[src/rtl/pingpong_buffer_reader.sv]
// Consumer side of the ping-pong buffer pair: drains filled banks in strict
// alternation onto a valid/ready stream and hands each bank back with a release pulse.
module pingpong_buffer_reader #(
   parameter int DATA_W = 32,
   parameter int ADDR_W = 8
) (
   input  logic              clk,
   input  logic              rst,
   input  logic [1:0]        bank_full,
   input  logic [ADDR_W:0]   bank_len0,
   input  logic [ADDR_W:0]   bank_len1,
   output logic              rd_en,
   output logic              rd_bank,
   output logic [ADDR_W-1:0] rd_addr,
   input  logic [DATA_W-1:0] rd_data,
   output logic              m_valid,
   output logic [DATA_W-1:0] m_data,
   output logic              m_last,
   input  logic              m_ready,
   output logic [1:0]        bank_release,
   output logic              busy
);

   typedef enum logic [1:0] {
      ST_IDLE,
      ST_READ,
      ST_DRAIN,
      ST_RELEASE
   } state_t;

   localparam logic [ADDR_W:0]   LEN_ONE  = (ADDR_W+1)'(1);
   localparam logic [ADDR_W-1:0] ADDR_ONE = ADDR_W'(1);

   state_t            state_q, state_d;
   logic              next_bank_q, next_bank_d;
   logic [ADDR_W:0]   remaining_q, remaining_d;
   logic [ADDR_W-1:0] addr_q, addr_d;
   logic              inflight_q;
   logic              inflight_last_q;

   logic [DATA_W-1:0] fifo_data_q [2];
   logic              fifo_last_q [2];
   logic              wr_ptr_q;
   logic              rd_ptr_q;
   logic [1:0]        count_q, count_d;

   logic              push;
   logic              pop;
   logic [2:0]        occupancy;
   logic              issue_ok;
   logic [ADDR_W:0]   sel_len;

   assign m_valid = (count_q != 2'd0);
   assign m_data  = fifo_data_q[rd_ptr_q];
   assign m_last  = fifo_last_q[rd_ptr_q];
   assign pop     = m_valid & m_ready;
   assign push    = inflight_q;

   // Words queued or one cycle from arriving must leave room in the 2-entry FIFO.
   assign occupancy = 3'(count_q) + 3'(inflight_q) - 3'(pop);
   assign issue_ok  = (occupancy < 3'd2);
   assign count_d   = count_q + 2'(push) - 2'(pop);

   assign sel_len = next_bank_q ? bank_len1 : bank_len0;
   assign busy    = (state_q != ST_IDLE);
   assign rd_bank = next_bank_q;
   assign rd_addr = addr_q;

   always_comb begin
      state_d      = state_q;
      next_bank_d  = next_bank_q;
      remaining_d  = remaining_q;
      addr_d       = addr_q;
      rd_en        = 1'b0;
      bank_release = 2'b00;
      case (state_q)
         ST_IDLE: begin
            if (bank_full[next_bank_q]) begin
               remaining_d = sel_len;
               addr_d      = '0;
               state_d     = (sel_len == '0) ? ST_RELEASE : ST_READ;
            end
         end
         ST_READ: begin
            if (issue_ok) begin
               rd_en       = 1'b1;
               remaining_d = remaining_q - LEN_ONE;
               addr_d      = addr_q + ADDR_ONE;
               if (remaining_q == LEN_ONE) begin
                  state_d = ST_DRAIN;
               end
            end
         end
         ST_DRAIN: begin
            if (pop && m_last) begin
               state_d = ST_RELEASE;
            end
         end
         ST_RELEASE: begin
            bank_release = next_bank_q ? 2'b10 : 2'b01;
            next_bank_d  = ~next_bank_q;
            state_d      = ST_IDLE;
         end
         default: begin
            state_d = ST_IDLE;
         end
      endcase
   end

   always_ff @(posedge clk) begin
      if (rst) begin
         state_q         <= ST_IDLE;
         next_bank_q     <= 1'b0;
         remaining_q     <= '0;
         addr_q          <= '0;
         inflight_q      <= 1'b0;
         inflight_last_q <= 1'b0;
      end else begin
         state_q         <= state_d;
         next_bank_q     <= next_bank_d;
         remaining_q     <= remaining_d;
         addr_q          <= addr_d;
         inflight_q      <= rd_en;
         inflight_last_q <= rd_en & (remaining_q == LEN_ONE);
      end
   end

   // Reset also clears storage so m_data reads 0 straight after reset.
   always_ff @(posedge clk) begin
      if (rst) begin
         for (int i = 0; i < 2; i++) begin
            fifo_data_q[i] <= '0;
            fifo_last_q[i] <= 1'b0;
         end
         wr_ptr_q <= 1'b0;
         rd_ptr_q <= 1'b0;
         count_q  <= 2'd0;
      end else begin
         if (push) begin
            fifo_data_q[wr_ptr_q] <= rd_data;
            fifo_last_q[wr_ptr_q] <= inflight_last_q;
            wr_ptr_q              <= ~wr_ptr_q;
         end
         if (pop) begin
            rd_ptr_q <= ~rd_ptr_q;
         end
         count_q <= count_d;
      end
   end

   assert property (@(posedge clk) disable iff (rst)
      !(push && !pop && (count_q == 2'd2)));
   assert property (@(posedge clk) disable iff (rst)
      (state_q != ST_READ) || (remaining_q != '0));

endmodule
[config.mk]
export PLATFORM = sky130hd
export DESIGN_NAME = pingpong_buffer_reader
export DESIGN_NICKNAME = d
export VERILOG_FILES = /design/src/rtl/pingpong_buffer_reader.sv
export SDC_FILE = /design/constraint.sdc
export NUM_CORES = 1
export LEC_CHECK = 0
export CORE_ASPECT_RATIO = 0.6
export CORE_MARGIN = 10
export CORE_UTILIZATION = 51
export DETAILED_ROUTE_END_ITERATION = 7
export MAX_ROUTING_LAYER = met4
export PLACE_DENSITY_LB_ADDON = 0.1
export SLEW_MARGIN = 20
export SYNTH_ARGS = -nofsm -noshare
export SYNTH_HDL_FRONTEND = slang
export SYNTH_SLANG_ARGS = --single-unit
[constraint.sdc]
create_clock -name clk -period 3.6 [get_ports clk]
set_input_delay 0.54 -clock clk [delete_from_list [all_inputs] [get_ports clk]]
set_output_delay 0.54 -clock clk [all_outputs]
set_load 0.01 [all_outputs]
After elaboration in Yosys (flattened, before gate mapping):

Memory sizes are Yosys's and may differ from the RTL's. A register that Yosys moved wholly into a read port is not among the register bits.
Cells that the tools add are included.

* add/subtract/negate cells: 6
* $mul: 0
* div/mod/pow operators: 0
* $lt $le $gt $ge: 2
* equality and inequality tests: 8
* shift-type cells: 0
* multiplexer cells: 34
* bitwise gates (word level): 5
* reductions and logical operators: 10

Operators by type and width (count)
* 32-bit 2-to-1 mux: 1
* 32-bit OR reduction: 1
* 9-bit 2-to-1 mux: 3
* 1-bit 2-to-1 mux: 18
* 9-bit one-hot mux with 2 select lines: 1
* 8-bit 2-to-1 mux: 2
* 8-bit one-hot mux with 2 select lines: 1
* 2-bit 2-to-1 mux: 7
* 9-bit by 1-bit == test with 1-bit output, second input constant: 1
* 9-bit zero test: 1
* 9-bit by 1-bit subtractor with 9-bit output, second input constant: 1
* 8-bit by 1-bit adder with 8-bit output, second input constant: 1
* 2-bit inequality test, second input constant: 4
* 2-bit one-hot mux with 4 select lines: 1
* 2-bit nonzero test: 3
* 2-bit == test, second input constant: 2
* 4-bit AND reduction: 1
* 2-bit by 1-bit adder with 3-bit output: 1
* 3-bit by 2-bit less-than comparator with 1-bit output, second input constant: 1
* 1-bit inverter: 3
* 3-bit AND reduction: 1
* 3-bit by 1-bit subtractor with 3-bit output: 1
* 2-bit by 1-bit adder with 2-bit output: 1
* 1-bit bitwise AND: 2
* other kinds (6): 6

* bits in registers: 26
* bits in latches: 0
* RAM bits: 66
* memory bits (read-only): 0
* input bits: 55
* logic and storage cells: 76
* memories: 2

Memory list
* fifo_data_q: depth 2, width 32, read ports 1, clocked after memory_dff 1, wr ports 2, RTL line 41 `logic [DATA_W-1:0] fifo_data_q [2];`
* fifo_last_q: depth 2, width 1, read ports 1, clocked after memory_dff 1, wr ports 2, RTL line 42 `logic fifo_last_q [2];`

Depth between registers and ports, before layout:

* word-level depth: 7
* depth in mapped cells: 13
* mapped depth without buffers: 11

Worst setup path before layout:

OpenSTA, ideal clock, no wires.

* path kind: register to register
* from: reg count_q[1]
* to: reg remaining_q[1]
* data arrival time: 2.938 ns
* setup slack: 0.592 ns
* stages on the path, launching flop included: 14
* buffers on the path: 2
* clock period less this slack: 3.008 ns
* cell sequence: dfxtp_1 > or2_2 > nand2_1 > inv_1 > ha_1 > inv_1 > ha_1 > fa_1 > and2b_1 > a21oi_1 > buf_2 > clkbuf_1 > o21ai_0 > a21oi_1

* cells in the longest elaborated chain, start to end: 6
* elaborated cells between the ends (all ways): 7
* classes of those cells: 2 x add/sub; 1 x order compare; 1 x eq/ne; 1 x bitwise; 2 x reduce/logical

Ends and longest elaborated chain
* start, declared: RTL line 45 `logic [1:0] count_q, count_d;`
* start signal, assigned: RTL line 147 `count_q <= count_d;`
* 2-bit nonzero test: RTL line 53 `assign m_valid = (count_q != 2'd0);`
* named net m_valid: RTL line 16 `output logic m_valid,`
* 1-bit bitwise AND: RTL line 56 `assign pop = m_valid & m_ready;`
* named net pop: RTL line 48 `logic pop;`
* 3-bit by 1-bit subtractor with 3-bit output: RTL line 60 `assign occupancy = 3'(count_q) + 3'(inflight_q) - 3'(pop);`
* 3-bit by 2-bit less-than comparator with 1-bit output: RTL line 61 `assign issue_ok = (occupancy < 3'd2);`
* 2-bit inequality test (no line)
* 3-bit AND reduction (no line)
* end signal, assigned: RTL line 121 `remaining_q <= remaining_d;`
* end, declared: RTL line 36 `logic [ADDR_W:0] remaining_q, remaining_d;`

The timed path passes the listed nets, and every way through them passes these cells.
A chain may end at the register's enable or synchronous reset.

Worst setup path after layout:

* from: reg count_q[1]
* to: out rd_en

* cells in the longest elaborated chain, start to end: 6
* elaborated cells between the ends (all ways): 7
* classes of those cells: 2 x add/sub; 1 x order compare; 2 x mux; 1 x bitwise; 1 x reduce/logical

Ends and longest elaborated chain
* 2-bit nonzero test: RTL line 53
* 1-bit bitwise AND: RTL line 56
* named net pop: RTL line 48
* 3-bit by 1-bit subtractor with 3-bit output: RTL line 60
* 3-bit by 2-bit less-than comparator with 1-bit output: RTL line 61
* 1-bit 2-to-1 mux: RTL line 85 `if (issue_ok) begin`
* 1-bit 2-to-1 mux: RTL line 76 `case (state_q)`
* end, declared: RTL line 12 `output logic rd_en,`

The timed path passes the listed nets, and every way through them passes these cells.

==> Implementation_results.wiki <==
{| class="wikitable"
! Metric !! Value
|-
| VDD IR max || 0.342 mV
|-
| Top cells by area in the synthesized netlist || sky130_fd_sc_hd__edfxtp_1 (44%), sky130_fd_sc_hd__dfxtp_1 (12%), sky130_fd_sc_hd__mux2_2 (9.7%), sky130_fd_sc_hd__and2_1 (9.4%), sky130_fd_sc_hd__ha_1 (2.5%)
|-
| Routed WL per cell || 17.9 um
|-
| Worst slack at placement || 74.0 ps
|-
| Initial cell density of the core || 52.9%
|-
| Vias per Instance || 5.48
|-
| Path class of the lowest-slack min-delay path || register to register
|-
| Primary FF master, synth || sky130_fd_sc_hd__edfxtp_1
|-
| Number of antenna violations at the first check in global routing || 0
|-
| Clock-pin slew on the worst setup and hold paths || 60 ps
|-
| Number of DRC violations after detailed routing || 0
|-
| Number of diodes || 0
|-
| Fillers || 627
|-
| Tightest slew margin relative to the limit || 43.2%
|-
| Net count reported at finish || 543
|-
| HPWL after DPL || 7.55 mm
|-
| Cell taking the most area after synthesis || sky130_fd_sc_hd__edfxtp_1
|-
| # rows || 26
|-
| Worst path setup slack after routing || 409 ps
|-
| Share of the clock period used by the worst path after layout || 88.6%
|-
| Ports placed on the boundary || 102
|-
| Leak Pwr || 2.22 nW
|-
| Setup slack, reg-to-reg || 510 ps
|-
| TritonCTS clock tree || done
|-
| RSZ-0062 raised after global routing || false
|-
| Clk sinks || 93
|-
| Cell depth of the worst hold path || 2
|-
| Iteration-0 DRC Markers || 241
|-
| Share of async-settable or async-resettable flops after synthesis || 0%
|-
| Setup CP Type || register to output pin
|-
| Fraction of the yosys area taken by sequential cells || 55.5%
|-
| PortBufs || 101
|-
| Synth warnings || 0
|-
| Number of buffers on the longest clock path || 2
|-
| Post-synthesis average cell area || 12.0 um^2
|-
| CTS H-tree depth || 3
|-
| Vias in the first global route || 3221
|-
| Kind of end point of the critical path || output pin
|-
| Fraction of post-synthesis cell area in the top cell type by area || 43.6%
|-
| Latest clock arrival within the worst-skew pair || 330 ps
|-
| Overall die area || 0.0132 mm^2
|-
| First-pass iteration count of the detailed router || 4
|-
| Antenna violation net count after detailed routing || 0
|-
| Global-route usage over all layers || 16.6%
|-
| FF-to-FF Start || count_q[1]
|-
| Width of the die || 142 um
|-
| Cell chosen for the clock root || sky130_fd_sc_hd__clkbuf_16
|-
| Fraction of final layout cells sized beyond drive strength 1 || 15.1%
|-
| Post-cts hold buffer count || 0
|-
| Post-synth EDFFs || 66
|-
| Final hold viol count || 0
|-
| Outcome || completed
|-
| Post-Syn Nets || 443
|-
| Total area of multi-input combinational cells || 0.00189 mm^2
|-
| Data arrival time of the critical path || 2650 ps
|-
| Largest net degree at the start of global routing || 34
|-
| Area grow syn2layout || 32.0%
|-
| Setup crit start kind || register
|-
| Critical path peak fanout || 4
|-
| Number of different library cells in the post-synthesis netlist || 52
|-
| Die H || 93.1 um
|-
| Worst EP required || 3060 ps
|-
| Terminus of the critical flop-to-flop path || rd_addr[3]
|-
| Global-route wire length before repair || 16.9 mm
|-
| Gate count of the mapped netlist || 378
|-
| Crit path time final || 3190 ps
|-
| Total clock buffers created by CTS || 9
|-
| Placer's final routability congestion estimate || 0.868
|-
| Pwr dens || 672 mW/mm^2
|-
| Total Negative Setup Slacks || 0 ps
|-
| Worst Tran Pin Value || 851 ps
|-
| Total grt overflow || 0
|-
| Number of max-slew violations in the final report || 0
|-
| Setup violation total in the final timing report || 0
|-
| Area of the core || 0.00859 mm^2
|-
| Terminating pin of the worst hold path || rd_addr[7]
|-
| Sequential Area || 0.00252 mm^2
|-
| Post-synthesis instance area || 0.00455 mm^2
|-
| Worst hold start || rd_addr[7]
|-
| Cell count of the worst reg-to-reg path || 13
|-
| WL final || 10.7 mm
|-
| Post-Route Skew || 7.11 ps
|-
| Maximum frequency from static timing analysis || 313 MHz
|-
| Number of synthesized register bits || 93
|-
| Number of maximum-capacitance violations || 0
|-
| Total vias in the final route || 3258
|}
[stage by stage]
step	instance area [um^2]	instances	hold slack [ps]	utilization (%)	power [mW]
floorplan	4550	378	457	-	2.42
global placement	5710	578	458	66.4	3.10
detailed placement	5710	578	472	66.4	3.13
CTS	6000	595	480	69.8	4.06
global route	6000	595	506	69.9	4.26
finish	6000	595	482	69.9	4.03
[cells by family (layout without fill, tap and decap cells)]
family	count (synthesis)	in the layout	share of synthesized area [%]
xor+xnor	5	5	0.964
buf+inv	37	142	3.22
compound gates	55	55	8.89
fa+ha+maj	10	10	2.92
mux	43	43	10.5
simple gates	135	135	18.0
flops	93	93	55.5
[power by group]
group,internal [mW],switching (mW)
logic,0.838,0.776
clock network,0.534,0.374
registers,1.34,0.174
[Yosys cell counts (2+ instances only)]
| cell type | n |
|---|---|
| sky130_fd_sc_hd__mux2_2 | 39 |
| sky130_fd_sc_hd__a21o_1 | 2 |
| sky130_fd_sc_hd__clkbuf_1 | 17 |
| sky130_fd_sc_hd__or2_2 | 3 |
| sky130_fd_sc_hd__mux2i_1 | 4 |
| sky130_fd_sc_hd__dfxtp_1 | 27 |
| sky130_fd_sc_hd__nand3_1 | 2 |
| sky130_fd_sc_hd__a21boi_0 | 2 |
| sky130_fd_sc_hd__edfxtp_1 | 66 |
| sky130_fd_sc_hd__nand2_1 | 10 |
| sky130_fd_sc_hd__nand2b_1 | 4 |
| sky130_fd_sc_hd__nor3b_1 | 5 |
| sky130_fd_sc_hd__xor2_1 | 2 |
| sky130_fd_sc_hd__xnor2_1 | 3 |
| sky130_fd_sc_hd__inv_1 | 16 |
| sky130_fd_sc_hd__nor2b_1 | 6 |
| sky130_fd_sc_hd__o21ai_0 | 5 |
| sky130_fd_sc_hd__a21oi_1 | 15 |
| sky130_fd_sc_hd__o31a_1 | 2 |
| sky130_fd_sc_hd__a311oi_1 | 3 |
| sky130_fd_sc_hd__and2_1 | 68 |
| sky130_fd_sc_hd__ha_1 | 9 |
| sky130_fd_sc_hd__and4_1 | 2 |
| sky130_fd_sc_hd__nor2_1 | 13 |
| sky130_fd_sc_hd__buf_2 | 3 |
| sky130_fd_sc_hd__or4_1 | 7 |
| sky130_fd_sc_hd__nor3_1 | 2 |
| sky130_fd_sc_hd__nand4_1 | 2 |
| sky130_fd_sc_hd__o31ai_1 | 10 |
| sky130_fd_sc_hd__a31oi_1 | 2 |
| sky130_fd_sc_hd__nor4_1 | 3 |
| sky130_fd_sc_hd__a32oi_1 | 3 |
| sky130_fd_sc_hd__o2111ai_1 | 2 |
[what timing repair did]
action / in CTS / in global routing
setup endpoints to repair: 1 / 1
buffers inserted: 1 / 0
resized for setup: 0 / 1
[area by class of cell]
type	count	area share (%)
Inverter	16	1.00
Multi-Input combinational cell	248	31.4
Clock inverter	5	0.855
Clock buffer	11	3.88
Tap cell	112	2.34
Timing Repair Buffer	110	18.4
Sequential cell	93	42.1
[flip-flops by register name, summed over array words and instances (netlist names), 2 cells and up, named ones only]
| register | flops |
|---|---|
| remaining_q | 9 |
| rd_addr | 8 |
| fifo_last_q | 2 |
| fifo_data_q | 64 |
| count_q | 2 |
| state_q | 2 |
[placed cells by master (no fill, tap or decap), types with 3 or more instances in the layout]
cell type,synthesis,layout
sky130_fd_sc_hd__clkbuf_16,0,9
sky130_fd_sc_hd__a311oi_1,3,3
sky130_fd_sc_hd__or4_1,7,7
sky130_fd_sc_hd__ha_1,9,9
sky130_fd_sc_hd__buf_4,1,7
sky130_fd_sc_hd__edfxtp_1,66,66
sky130_fd_sc_hd__a32oi_1,3,3
sky130_fd_sc_hd__mux2i_1,4,4
sky130_fd_sc_hd__clkdlybuf4s50_1,0,100
sky130_fd_sc_hd__nor4_1,3,3
sky130_fd_sc_hd__o31ai_1,10,10
sky130_fd_sc_hd__o21ai_0,5,5
sky130_fd_sc_hd__nand2b_1,4,4
sky130_fd_sc_hd__xnor2_1,3,3
sky130_fd_sc_hd__mux2_2,39,39
sky130_fd_sc_hd__dfxtp_1,27,26
sky130_fd_sc_hd__a21oi_1,15,15
sky130_fd_sc_hd__nor3b_1,5,3
sky130_fd_sc_hd__inv_1,16,16
sky130_fd_sc_hd__nor2_1,13,13
sky130_fd_sc_hd__nor2b_1,6,6
sky130_fd_sc_hd__nand2_1,10,10
sky130_fd_sc_hd__and2_1,68,68
sky130_fd_sc_hd__or2_2,3,3
[metal layers]
metal  track usage [%]  vias up  wire [um]
li1                  -     1581          -
met2              24.2      111       4920
met1              22.0     1562       4990
met5                 -        -          0
met4              3.31        0         17
met3              5.56        4        732
[worst max-delay path: stages (launching register included)]
cell and delay [ps]:
sky130_fd_sc_hd__dfxtp_1 350, sky130_fd_sc_hd__or2_2 330, sky130_fd_sc_hd__nand2_1 110, sky130_fd_sc_hd__inv_1 50
sky130_fd_sc_hd__ha_1 260, sky130_fd_sc_hd__inv_1 40, sky130_fd_sc_hd__ha_1 190, sky130_fd_sc_hd__fa_1 510
sky130_fd_sc_hd__and2b_1 200, sky130_fd_sc_hd__nand2_1 80, sky130_fd_sc_hd__inv_1 50, sky130_fd_sc_hd__dlymetal6s2s_1 160
[worst max-delay path by stage]
stage	startpoint	to	slack [ps]	cells past startpoint
after floorplan	count_q[1]	remaining_q[1]	590	13
after global placement	m_ready	rd_en	120	11
after detailed placement	m_ready	rd_en	70	11
after CTS	count_q[1]	rd_en	30	11
after global routing	count_q[1]	rd_en	220	11
final	count_q[1]	rd_en	410	11
Power figures use the tool's default switching activity.
